File: src/rtl/pipeline_hazard_ctrl.sv
// Stall/flush sequencer for the five-stage pipeline: load-use, branch redirect,
// data-memory wait and the multi-cycle mul/div handshake with timeout.
module pipeline_hazard_ctrl #(
    parameter int unsigned REGISTER_ADDR_WIDTH = 5,
    parameter int unsigned CNT_WIDTH           = 16,
    parameter int unsigned MD_TIMEOUT          = 64
) (
    input  logic                           clk,
    input  logic                           rst,
    input  logic [6:0]                     opcode_ID,
    input  logic [REGISTER_ADDR_WIDTH-1:0] rs1_ID,
    input  logic [REGISTER_ADDR_WIDTH-1:0] rs2_ID,
    input  logic [REGISTER_ADDR_WIDTH-1:0] rd_EX,
    input  logic                           mem_read_EX,
    input  logic                           branch_taken_EX,
    input  logic                           md_EX,
    input  logic                           md_done,
    input  logic                           dmem_stall,
    output logic                           stall_PC,
    output logic                           stall_IF_ID,
    output logic                           stall_ID_EX,
    output logic                           stall_EX_MEM,
    output logic                           flush_IF_ID,
    output logic                           flush_ID_EX,
    output logic                           flush_EX_MEM,
    output logic                           md_start,
    output logic                           md_abort,
    output logic                           md_error,
    output logic [CNT_WIDTH-1:0]           stall_cycles,
    output logic [CNT_WIDTH-1:0]           flush_count
);

    localparam int unsigned WAIT_W = $clog2(MD_TIMEOUT);

    localparam logic [6:0] OP_LUI    = 7'b0110111;
    localparam logic [6:0] OP_AUIPC  = 7'b0010111;
    localparam logic [6:0] OP_JAL    = 7'b1101111;
    localparam logic [6:0] OP_BRANCH = 7'b1100011;
    localparam logic [6:0] OP_STORE  = 7'b0100011;
    localparam logic [6:0] OP_CAL_R  = 7'b0110011;

    typedef enum logic [0:0] {RUN, MD_WAIT} state_t;

    state_t              state, state_nxt;
    logic [WAIT_W-1:0]   wait_cnt;
    logic                wait_clr, wait_inc, err_set, br_flush;
    logic                use_rs1, use_rs2, load_use, md_timeout;

    // Operand-use decode and load-use detection on the ID instruction
    always_comb begin
        use_rs1  = !((opcode_ID == OP_LUI) || (opcode_ID == OP_AUIPC) || (opcode_ID == OP_JAL));
        use_rs2  = (opcode_ID == OP_BRANCH) || (opcode_ID == OP_STORE) || (opcode_ID == OP_CAL_R);
        load_use = mem_read_EX && (rd_EX != '0) &&
                   ((use_rs1 && (rs1_ID == rd_EX)) || (use_rs2 && (rs2_ID == rd_EX)));
    end

    assign md_timeout = (wait_cnt == WAIT_W'(MD_TIMEOUT - 1));

    // Next state and per-stage controls
    always_comb begin
        state_nxt    = state;
        stall_PC     = 1'b0;
        stall_IF_ID  = 1'b0;
        stall_ID_EX  = 1'b0;
        stall_EX_MEM = 1'b0;
        flush_IF_ID  = 1'b0;
        flush_ID_EX  = 1'b0;
        flush_EX_MEM = 1'b0;
        md_start     = 1'b0;
        md_abort     = 1'b0;
        wait_clr     = 1'b0;
        wait_inc     = 1'b0;
        err_set      = 1'b0;
        br_flush     = 1'b0;
        case (state)
            RUN: begin
                if (dmem_stall) begin
                    stall_PC     = 1'b1;
                    stall_IF_ID  = 1'b1;
                    stall_ID_EX  = 1'b1;
                    stall_EX_MEM = 1'b1;
                end else if (md_EX) begin
                    md_start     = 1'b1;
                    stall_PC     = 1'b1;
                    stall_IF_ID  = 1'b1;
                    stall_ID_EX  = 1'b1;
                    flush_EX_MEM = 1'b1;
                    wait_clr     = 1'b1;
                    state_nxt    = MD_WAIT;
                end else if (branch_taken_EX) begin
                    // The ID instruction dies on redirect, so load-use is moot
                    flush_IF_ID  = 1'b1;
                    flush_ID_EX  = 1'b1;
                    br_flush     = 1'b1;
                end else if (load_use) begin
                    stall_PC     = 1'b1;
                    stall_IF_ID  = 1'b1;
                    flush_ID_EX  = 1'b1;
                end
            end
            MD_WAIT: begin
                if (md_done || md_timeout) begin
                    // Release: done wins over a coincident timeout
                    state_nxt = RUN;
                    if (!md_done) begin
                        md_abort = 1'b1;
                        err_set  = 1'b1;
                    end
                    if (dmem_stall) begin
                        stall_PC     = 1'b1;
                        stall_IF_ID  = 1'b1;
                        stall_ID_EX  = 1'b1;
                        stall_EX_MEM = 1'b1;
                    end
                end else begin
                    wait_inc    = 1'b1;
                    stall_PC    = 1'b1;
                    stall_IF_ID = 1'b1;
                    stall_ID_EX = 1'b1;
                    if (dmem_stall) begin
                        stall_EX_MEM = 1'b1;
                    end else begin
                        flush_EX_MEM = 1'b1;
                    end
                end
            end
            default: state_nxt = RUN;
        endcase
    end

    always_ff @(posedge clk or posedge rst) begin
        if (rst) begin
            state    <= RUN;
            wait_cnt <= '0;
            md_error <= 1'b0;
        end else begin
            state <= state_nxt;
            if (wait_clr) begin
                wait_cnt <= '0;
            end else if (wait_inc) begin
                wait_cnt <= wait_cnt + WAIT_W'(1);
            end
            if (err_set) begin
                md_error <= 1'b1;
            end
        end
    end

    // Saturating performance counters
    always_ff @(posedge clk or posedge rst) begin
        if (rst) begin
            stall_cycles <= '0;
            flush_count  <= '0;
        end else begin
            if (stall_PC && (stall_cycles != '1)) begin
                stall_cycles <= stall_cycles + CNT_WIDTH'(1);
            end
            if (br_flush && (flush_count != '1)) begin
                flush_count <= flush_count + CNT_WIDTH'(1);
            end
        end
    end

endmodule

File: config.mk
export PLATFORM = sky130hd
export DESIGN_NAME = pipeline_hazard_ctrl
export DESIGN_NICKNAME = d
export VERILOG_FILES = /design/src/rtl/pipeline_hazard_ctrl.sv
export SDC_FILE = /design/constraint.sdc
export NUM_CORES = 1
export LEC_CHECK = 0
export CORE_UTILIZATION = 46
export DETAILED_ROUTE_END_ITERATION = 7
export PLACE_DENSITY_LB_ADDON = 0.3
export SLEW_MARGIN = 0
export SYNTH_ARGS = -nofsm -noshare
export SYNTH_HDL_FRONTEND = slang
export SYNTH_SLANG_ARGS = --single-unit
File: constraint.sdc
create_clock -name clk -period 2.95 [get_ports clk]
set_input_delay 0.59 -clock clk [delete_from_list [all_inputs] [get_ports clk]]
set_output_delay 0.59 -clock clk [all_outputs]
set_load 0.01 [all_outputs]
==> results of run 1 <==
-- worst paths after layout --
check                              endpoint  slack, ps  cells after the start
max                             stall_IF_ID        100                      7
min                                md_error        480                      1
max reg2reg                 stall_cycles[9]        760                      7
min reg2reg                        md_error        480                      1
max in group asynchronous  stall_cycles[11]       1890                      3
min in group asynchronous    flush_count[1]        710                      3
-- area by class of cell --
class                      count  area (µm²)
timing repair buffer          83         800
tap                           54        67.6
multi-input combinational    160        1170
clock inverter                 2        60.1
clock buffer                   5        68.8
inverter                       5        18.8
fill                         384        1500
sequential                    40        1000
-- layout by cell type (no fill, tap or decap), types with 2 or more instances in the layout --
cell type                         synthesis  final
sky130_fd_sc_hd__clkdlybuf4s50_1          0     65
sky130_fd_sc_hd__nor2_1                  12     12
sky130_fd_sc_hd__nor3_2                   2      2
sky130_fd_sc_hd__bufinv_16                0      2
sky130_fd_sc_hd__or2_2                    2      2
sky130_fd_sc_hd__nor2b_1                  3      3
sky130_fd_sc_hd__nand2_1                 18     18
sky130_fd_sc_hd__and4_1                   3      3
sky130_fd_sc_hd__buf_4                    3     13
sky130_fd_sc_hd__and2_4                   2      2
sky130_fd_sc_hd__xnor2_1                 13     13
sky130_fd_sc_hd__xor2_1                  32     32
sky130_fd_sc_hd__dlygate4sd2_1            0      3
sky130_fd_sc_hd__o21ai_0                  2      2
sky130_fd_sc_hd__nor3_1                   2      2
sky130_fd_sc_hd__nand4_1                  8      8
sky130_fd_sc_hd__nand3_1                 13     13
sky130_fd_sc_hd__and3_1                   7      7
sky130_fd_sc_hd__a2111oi_2                4      4
sky130_fd_sc_hd__nor3b_2                  1      2
sky130_fd_sc_hd__nand2b_1                 3      3
sky130_fd_sc_hd__clkbuf_8                 0      5
sky130_fd_sc_hd__a21oi_1                  2      2
sky130_fd_sc_hd__dfrtp_1                 40     40
sky130_fd_sc_hd__a211oi_1                11     11
sky130_fd_sc_hd__inv_1                    5      5
sky130_fd_sc_hd__or3_1                    2      2
sky130_fd_sc_hd__dlymetal6s2s_1           0      2
sky130_fd_sc_hd__ha_1                     3      3
-- power by group --
part	leakage, nW	switching (W)	internal (W)
clock	0.0642	0.000189	0.000333
sequential	0.501	0.000192	0.000698
combinational	0.798	0.000314	0.000424
total	1.36	0.000695	0.00146
-- synthesized netlist by cell type, drive strengths merged --
cell type	instances
o21ai	3
and2	2
a21boi	1
nor4	1
and3	7
nand3	13
nand2	18
a2111oi	4
buf	6
or2	2
xnor2	13
mux2i	1
a211oi	11
a31oi	1
xor2	32
nor2b	4
o211ai	1
inv	5
nand4	9
or4	1
nor3b	3
dfrtp	40
a21oi	3
nand2b	3
nor3	5
and4	3
mux2	2
ha	3
or3	2
nor2	12
-- cells by family (layout without fill, tap and decap cells) --
kind of cell	count (synthesis)	count (layout)	share of synthesized area (%)
muxes	3	3	1.45
buffers and inverters	11	95	3.35
xor gates and xnor gates	45	45	17.6
and+or+nand+nor	85	85	21.9
adders and majority gates	3	3	1.67
AOI/OAI and AO/OA	24	24	9.43
DFF	40	40	44.6
-- worst register-to-register path: cells and delay by family, from the launching register on --
kind	cells	cell delay, ps
AO/OA/AOI/OAI	1	60
XOR/XNOR	1	150
buffers and inverters	1	260
flip-flops	1	410
AND/OR/NAND/NOR	4	1190
-- stage by stage --
| step | hold slack [ps] | power [W] | utilization (%) | area, µm² |
|---|---|---|---|---|
| floorplan | 505 | 0.00123 | - | 2240 |
| global placement | 460 | 0.00162 | 65.1 | 3050 |
| detailed placement | 468 | 0.00164 | 65.1 | 3050 |
| CTS | 492 | 0.00217 | 67.7 | 3180 |
| global route | 496 | 0.00228 | 67.9 | 3190 |
| finish | 480 | 0.00215 | 67.9 | 3190 |
-- registers in the layout, summed over array words and instances (netlist names) --
name          cells
flush_count      16
md_error          1
stall_cycles     16
state             1
wait_cnt          6
-- per-layer routing --
metal | track usage (%) | wire [µm]
met1 | 25.0 | 2020
met2 | 33.4 | 2340
met3 | 5.06 | 225
met4 | 7.84 | 74
met5 | 0 | 0
-- timing repair --
action,4_1_cts,5_1_grt
pin swaps,1,0
setup endpoints to repair,3,4
resized for setup,3,3
==> reports/qor_table.md, run 1 <==
| Quantity | Value |
| --- | --- |
| Wire length of the first global-routing pass | 8.02 mm |
| Worst slack after detailed placement | -192 ps |
| Mapped cell area | 0.00224 mm² |
| Launch instance of the worst min-delay path | md_error |
| Cell count after synthesis | 211 |
| Width of the die | 71.8 µm |
| Critical Path Sink Type | output pin |
| Run status | complete, no violations |
| Via count of the first global-routing pass | 1,763 |
| Crit-path max cell delay | 480 ps |
| Static power due to leakage | 1.36 nW |
| DRT iter0 DRCs | 52 |
| Synth top area share | 44.6% |
| Setup-violating endpoint count in the final report | 0 |
| Area added between synthesis and finish | 42.1% |
| Antenna violations before repair | 0 |
| IR drop worst, VDD | 0.486 mV |
| Number of register bits inferred by synthesis | 40 |
| Worst path top cell family by delay | buffers and inverters |
| Top achievable clock speed | 350 MHz |
| Required time of the critical path | 2360 ps |
| Max-cap check violation count | 0 |
| Critical path buffers and inverters | 2 |
| Number of hold-slack violations in the final timing report | 0 |
| Diodes inserted | 0 |
| Dominant cells by area after synthesis | sky130_fd_sc_hd__dfrtp_1 (45%), sky130_fd_sc_hd__xor2_1 (12%), sky130_fd_sc_hd__xnor2_1 (5.1%) |
| Area of the die | 0.00516 mm² |
| Number of port buffers | 70 |
| Final-layout setup total negative slack | 0 ps |
| Starting density of the core | 47.8% |
| Sequence of cells on the critical path | clkdlybuf4s50_1 -> or4_1 -> o21ai_1 -> a31oi_1 -> o211ai_4 -> nand2_1 -> dlygate4sd2_1 |
| Portion of the post-synthesis area used by sequential elements | 44.6% |
| Total detailed-routing wirelength | 4.66 mm |
| Final worst slack | 95.9 ps |
| Worst slew margin relative to its limit | 56.0% |
| Gp weighted congestion | 0.813 |
| Height of the die | 71.8 µm |
| Number of nets produced by synthesis | 243 |
| Slowest cell on the critical path | sky130_fd_sc_hd__or4_1 |
| Residual DRC count | 0 |
| Endpoint arrival time on the critical path | 2260 ps |
| Core outline area | 0.00469 mm² |
| Detailed-router iteration count before antenna repair | 4 |
| Crit Path Class | primary input to output pin |
| Startpoint types | primary input |
| TritonCTS clock tree | yes |
| Vias | 1,808 |
| Worst Path Max Fanout | 3 |
| Final worst path period need | 2850 ps |
| WL per Instance | 13.4 µm |
| Global Route Usage Sum | 20.1% |
| Final Max Tran Viols | 0 |
| Hold Path Class | flop to flop |
| Cts bufs inserted | 5 |
| Clock-pin slew reported for the worst setup and hold paths after clock tree synthesis | 70 ps |
| Power Dens Cells | 674 mW/mm² |
| Fin cells | 349 |
| Root buffer cell | sky130_fd_sc_hd__clkbuf_8 |
| Half-perimeter wire length after detailed placement | 3.51 mm |
| Clock tree skew after final layout | 4.94 ps |
| Post-route fraction of the period consumed by the critical path | 96.7% |
| Number of buffers inserted for hold repair after clock tree synthesis | 0 |
| Number of vias per cell after detailed routing | 5.18 |
| Warnings from Yosys | 0 |
| Avg Synthesized Cell Area | 10.6 µm² |
| Number of placed instances with taps included | 342 |
| Core Rows | 25 |
| Largest area contributor in the netlist | sky130_fd_sc_hd__dfrtp_1 |
| Final ANT Viol Nets | 0 |
| Yosys cell types | 39 |
| Largest net degree at the start of global routing | 41 |
| Setup Fix Bufs, Post-CTS | 0 |
| Layout cell share with drive strength beyond 1 | 12.9% |
| Post-layout nets | 327 |
| Sinks on the clock net | 40 |
| Number of levels the H-tree was split into | 2 |
| Source of the worst register-to-register timing path | stall_cycles[4] |
| Critical path origin | rd_EX[3] |
| Transition time at the pin with the least slew margin | 657 ps |
| Clock latency on the worst-skew pair | 290 ps |
| Clock Path Buffers | 2 |
| Global-route congestion overflow total | 0 |
| RSZ-0062 raised after global routing | no |
| Top-level port count | 71 |
Power figures use the tool's default switching activity.
==> inputs of run 2 (changes only) <==
--- a/config.mk
+++ b/config.mk
@@ -5,7 +5,7 @@
 export SDC_FILE = /design/constraint.sdc
 export NUM_CORES = 1
 export LEC_CHECK = 0
-export CORE_UTILIZATION = 46
+export CORE_UTILIZATION = 50
 export DETAILED_ROUTE_END_ITERATION = 7
 export PLACE_DENSITY_LB_ADDON = 0.3
 export SLEW_MARGIN = 0
==> constraint.sdc (replaced) <==
create_clock -name clk -period 3.3 [get_ports clk]
set_input_delay 0.66 -clock clk [delete_from_list [all_inputs] [get_ports clk]]
set_output_delay 0.66 -clock clk [all_outputs]
set_load 0.01 [all_outputs]
==> run 2 against run 1 <==
  * Sequential cell count unchanged
  * Utilization increased by 7.4 points
  * Setup slack improved by 75 ps
  * Global-route usage increased by 1.9 points
  * Clock skew increased by 1.3 ps
  * Count of clock-buffer cells in the layout increased by 1
  * First-iteration DRC count increased by 12%
  * Combinational power decreased by 10%
  * Final area decreased by 2.0%
  * Hold slack improved by 7.2 ps
  * Critical path type unchanged
  * Critical endpoint is now stall_ID_EX
  * Largest cell class unchanged
==> reports/qor_table.md, run 2 (synthesis gave the netlist of run 1 again) <==
| Quantity | Value | vs previous |
| --- | --- | --- |
| Number of levels the H-tree was split into | 2 | unchanged |
| Required time of the critical path | 2640 ps | was 2360 ps |
| Largest net degree at the start of global routing | 41 | unchanged |
| Crit Path Class | primary input to output pin | unchanged |
| Leading cell types in the layout, fill and taps excluded | sky130_fd_sc_hd__clkdlybuf4s50_1 (67), sky130_fd_sc_hd__dfrtp_1 (40), sky130_fd_sc_hd__xor2_1 (32), sky130_fd_sc_hd__nand2_1 (18) | was sky130_fd_sc_hd__clkdlybuf4s50_1 (65), sky130_fd_sc_hd__dfrtp_1 (40), sky130_fd_sc_hd__xor2_1 (32), sky130_fd_sc_hd__nand2_1 (18) |
| Residual DRC count | 0 | unchanged |
| Global-route congestion overflow total | 0 | unchanged |
| Clock Path Buffers | 2 | unchanged |
| Global Route Usage Sum | 22.0% | was 20.1% |
| Total detailed-routing wirelength | 4.69 mm | was 4.66 mm |
| Core outline area | 0.00414 mm² | was 0.00469 mm² |
| Clock-pin slew reported for the worst setup and hold paths after clock tree synthesis | 80 ps | was 70 ps |
| Starting density of the core | 54.1% | was 47.8% |
| Fin cells | 343 | was 349 |
| Worst slew margin relative to its limit | 52.9% | was 56.0% |
| Clock tree skew after final layout | 6.28 ps | was 4.94 ps |
| Commonest non-fill, non-tap cell in the layout | sky130_fd_sc_hd__clkdlybuf4s50_1 | unchanged |
| Gp weighted congestion | 0.761 | was 0.813 |
| Core Rows | 23 | was 25 |
| WL per Instance | 13.7 µm | was 13.4 µm |
| Number of vias per cell after detailed routing | 5.43 | was 5.18 |
| Hold Path Class | flop to flop | unchanged |
| Half-perimeter wire length after detailed placement | 3.58 mm | was 3.51 mm |
| Number of hold-slack violations in the final timing report | 0 | unchanged |
| Sinks on the clock net | 40 | unchanged |
| Run status | complete, no violations | unchanged |
| Height of the die | 69.0 µm | was 71.8 µm |
| Critical Path Sink Type | output pin | unchanged |
| Power Dens Cells | 575 mW/mm² | was 674 mW/mm² |
| Post-route fraction of the period consumed by the critical path | 94.8% |  |
| Top-level port count | 71 | unchanged |
| Root buffer cell | sky130_fd_sc_hd__clkbuf_8 | unchanged |
| Area of the die | 0.00476 mm² | was 0.00516 mm² |
| Layout cell share with drive strength beyond 1 | 12.3% | was 12.9% |
| Via count of the first global-routing pass | 1,748 | was 1,763 |
| Area added between synthesis and finish | 39.3% | was 42.1% |
| Antenna violations before repair | 0 | unchanged |
| Number of port buffers | 70 | unchanged |
| Top achievable clock speed | 320 MHz |  |
| Number of placed instances with taps included | 334 | was 342 |
| Cts bufs inserted | 5 | unchanged |
| Endpoint arrival time on the critical path | 2470 ps | was 2260 ps |
| Post-layout nets | 324 | was 327 |
| Final Max Tran Viols | 0 | unchanged |
| Final Hold Slack | 487 ps | was 480 ps |
| Final worst slack | 171 ps | was 95.9 ps |
| Final ANT Viol Nets | 0 | unchanged |
| Width of the die | 69.0 µm | was 71.8 µm |
| Startpoint types | primary input | unchanged |
| Detailed-router iteration count before antenna repair | 4 | unchanged |
| Wire length of the first global-routing pass | 7.66 mm | was 8.02 mm |
| Max-cap check violation count | 0 | unchanged |
| Clock latency on the worst-skew pair | 290 ps | about the same |
| DRT iter0 DRCs | 58 | was 52 |
| Vias | 1,864 | was 1,808 |
| Worst Path Max Fanout | 17 | was 3 |
| TritonCTS clock tree | yes | unchanged |
| Transition time at the pin with the least slew margin | 705 ps | was 657 ps |
| Static power due to leakage | 1.33 nW | was 1.36 nW |
| IR drop worst, VDD | 0.494 mV | was 0.486 mV |
| Setup-violating endpoint count in the final report | 0 | unchanged |
| RSZ-0062 raised after global routing | no | unchanged |
| Diodes inserted | 0 | unchanged |
| Largest registers | flush_count (16), stall_cycles (16), wait_cnt (6) | unchanged |
| Final worst path period need | 3130 ps |  |
| Worst slack after detailed placement | -43.8 ps | was -192 ps |
## run 2: cell types whose count changed in the layout (fill, tap and decap cells not counted), moves of 2 or more
| cell | before | now |
|---|---|---|
| sky130_fd_sc_hd__clkinv_2 | 0 | 2 |
| sky130_fd_sc_hd__clkdlybuf4s50_1 | 65 | 67 |
| sky130_fd_sc_hd__bufinv_16 | 2 | 0 |
| sky130_fd_sc_hd__buf_4 | 13 | 10 |
## run 2: where the power goes
group	total (W)	internal, W	switching (W)	leakage (nW)
clock	0.000332	0.000167	0.000165	0.0510
sequential	0.000800	0.000624	0.000176	0.501
combinational	0.000665	0.000379	0.000286	0.777
total	0.00180	0.00117	0.000627	1.33
## run 2: metrics by stage
stage	instance area, µm²	setup TNS, ps	total power [W]	util (%)
floorplan	2240	0	0.00110	-
global placement	3020	0	0.00144	72.8
detailed placement	3020	-63.6	0.00147	72.8
CTS	3120	0	0.00181	75.2
global route	3120	0	0.00192	75.4
finish	3120	0	0.00180	75.4
## run 2: path summary, 6_finish.rpt
check	depth (start not counted)	startpoint	endpoint	slack [ps]
hold / removal	1	md_error	md_error	490
setup reg to reg	7	stall_cycles[4]	stall_cycles[1]	1130
max in group asynchronous	3	rst	flush_count[14]	2160
setup / recovery	6	md_done	stall_ID_EX	170
hold reg to reg	1	md_error	md_error	490
min in group asynchronous	3	rst	flush_count[1]	790
## run 2: cell type report
type	count	area [µm²]
well taps	50	62.6
clock inverters	2	10.0
flip-flops and latches	40	1000
clock buffers	6	82.6
fillers	323	1020
repair buffers	80	776
inverters	5	18.8
multi-input cells	160	1170
## run 2: routing by layer
layer | GRT usage (%) | up-vias | wire length [µm] | share of wire (%)
met5 | 0 | - | 0 | 0
met4 | 6.89 | 0 | 67 | 1.4
met3 | 8.39 | 7 | 317 | 6.8
met2 | 37.3 | 62 | 2280 | 49
met1 | 25.5 | 884 | 2030 | 43
li1 | - | 911 | - | -
## run 2: repair_timing
action,CTS,global route
buffers inserted,1,0
pin swaps,1,1
setup endpoints to repair,3,2
gates resized for setup,2,2
hold buffers,0,0
## run 2: worst max-delay path, stage by stage
cell	delay, ps
sky130_fd_sc_hd__clkdlybuf4s50_1	440
sky130_fd_sc_hd__nand2b_1	160
sky130_fd_sc_hd__nor2b_4	60
sky130_fd_sc_hd__nor3_4	540
sky130_fd_sc_hd__inv_1	100
sky130_fd_sc_hd__clkdlybuf4s50_1	500
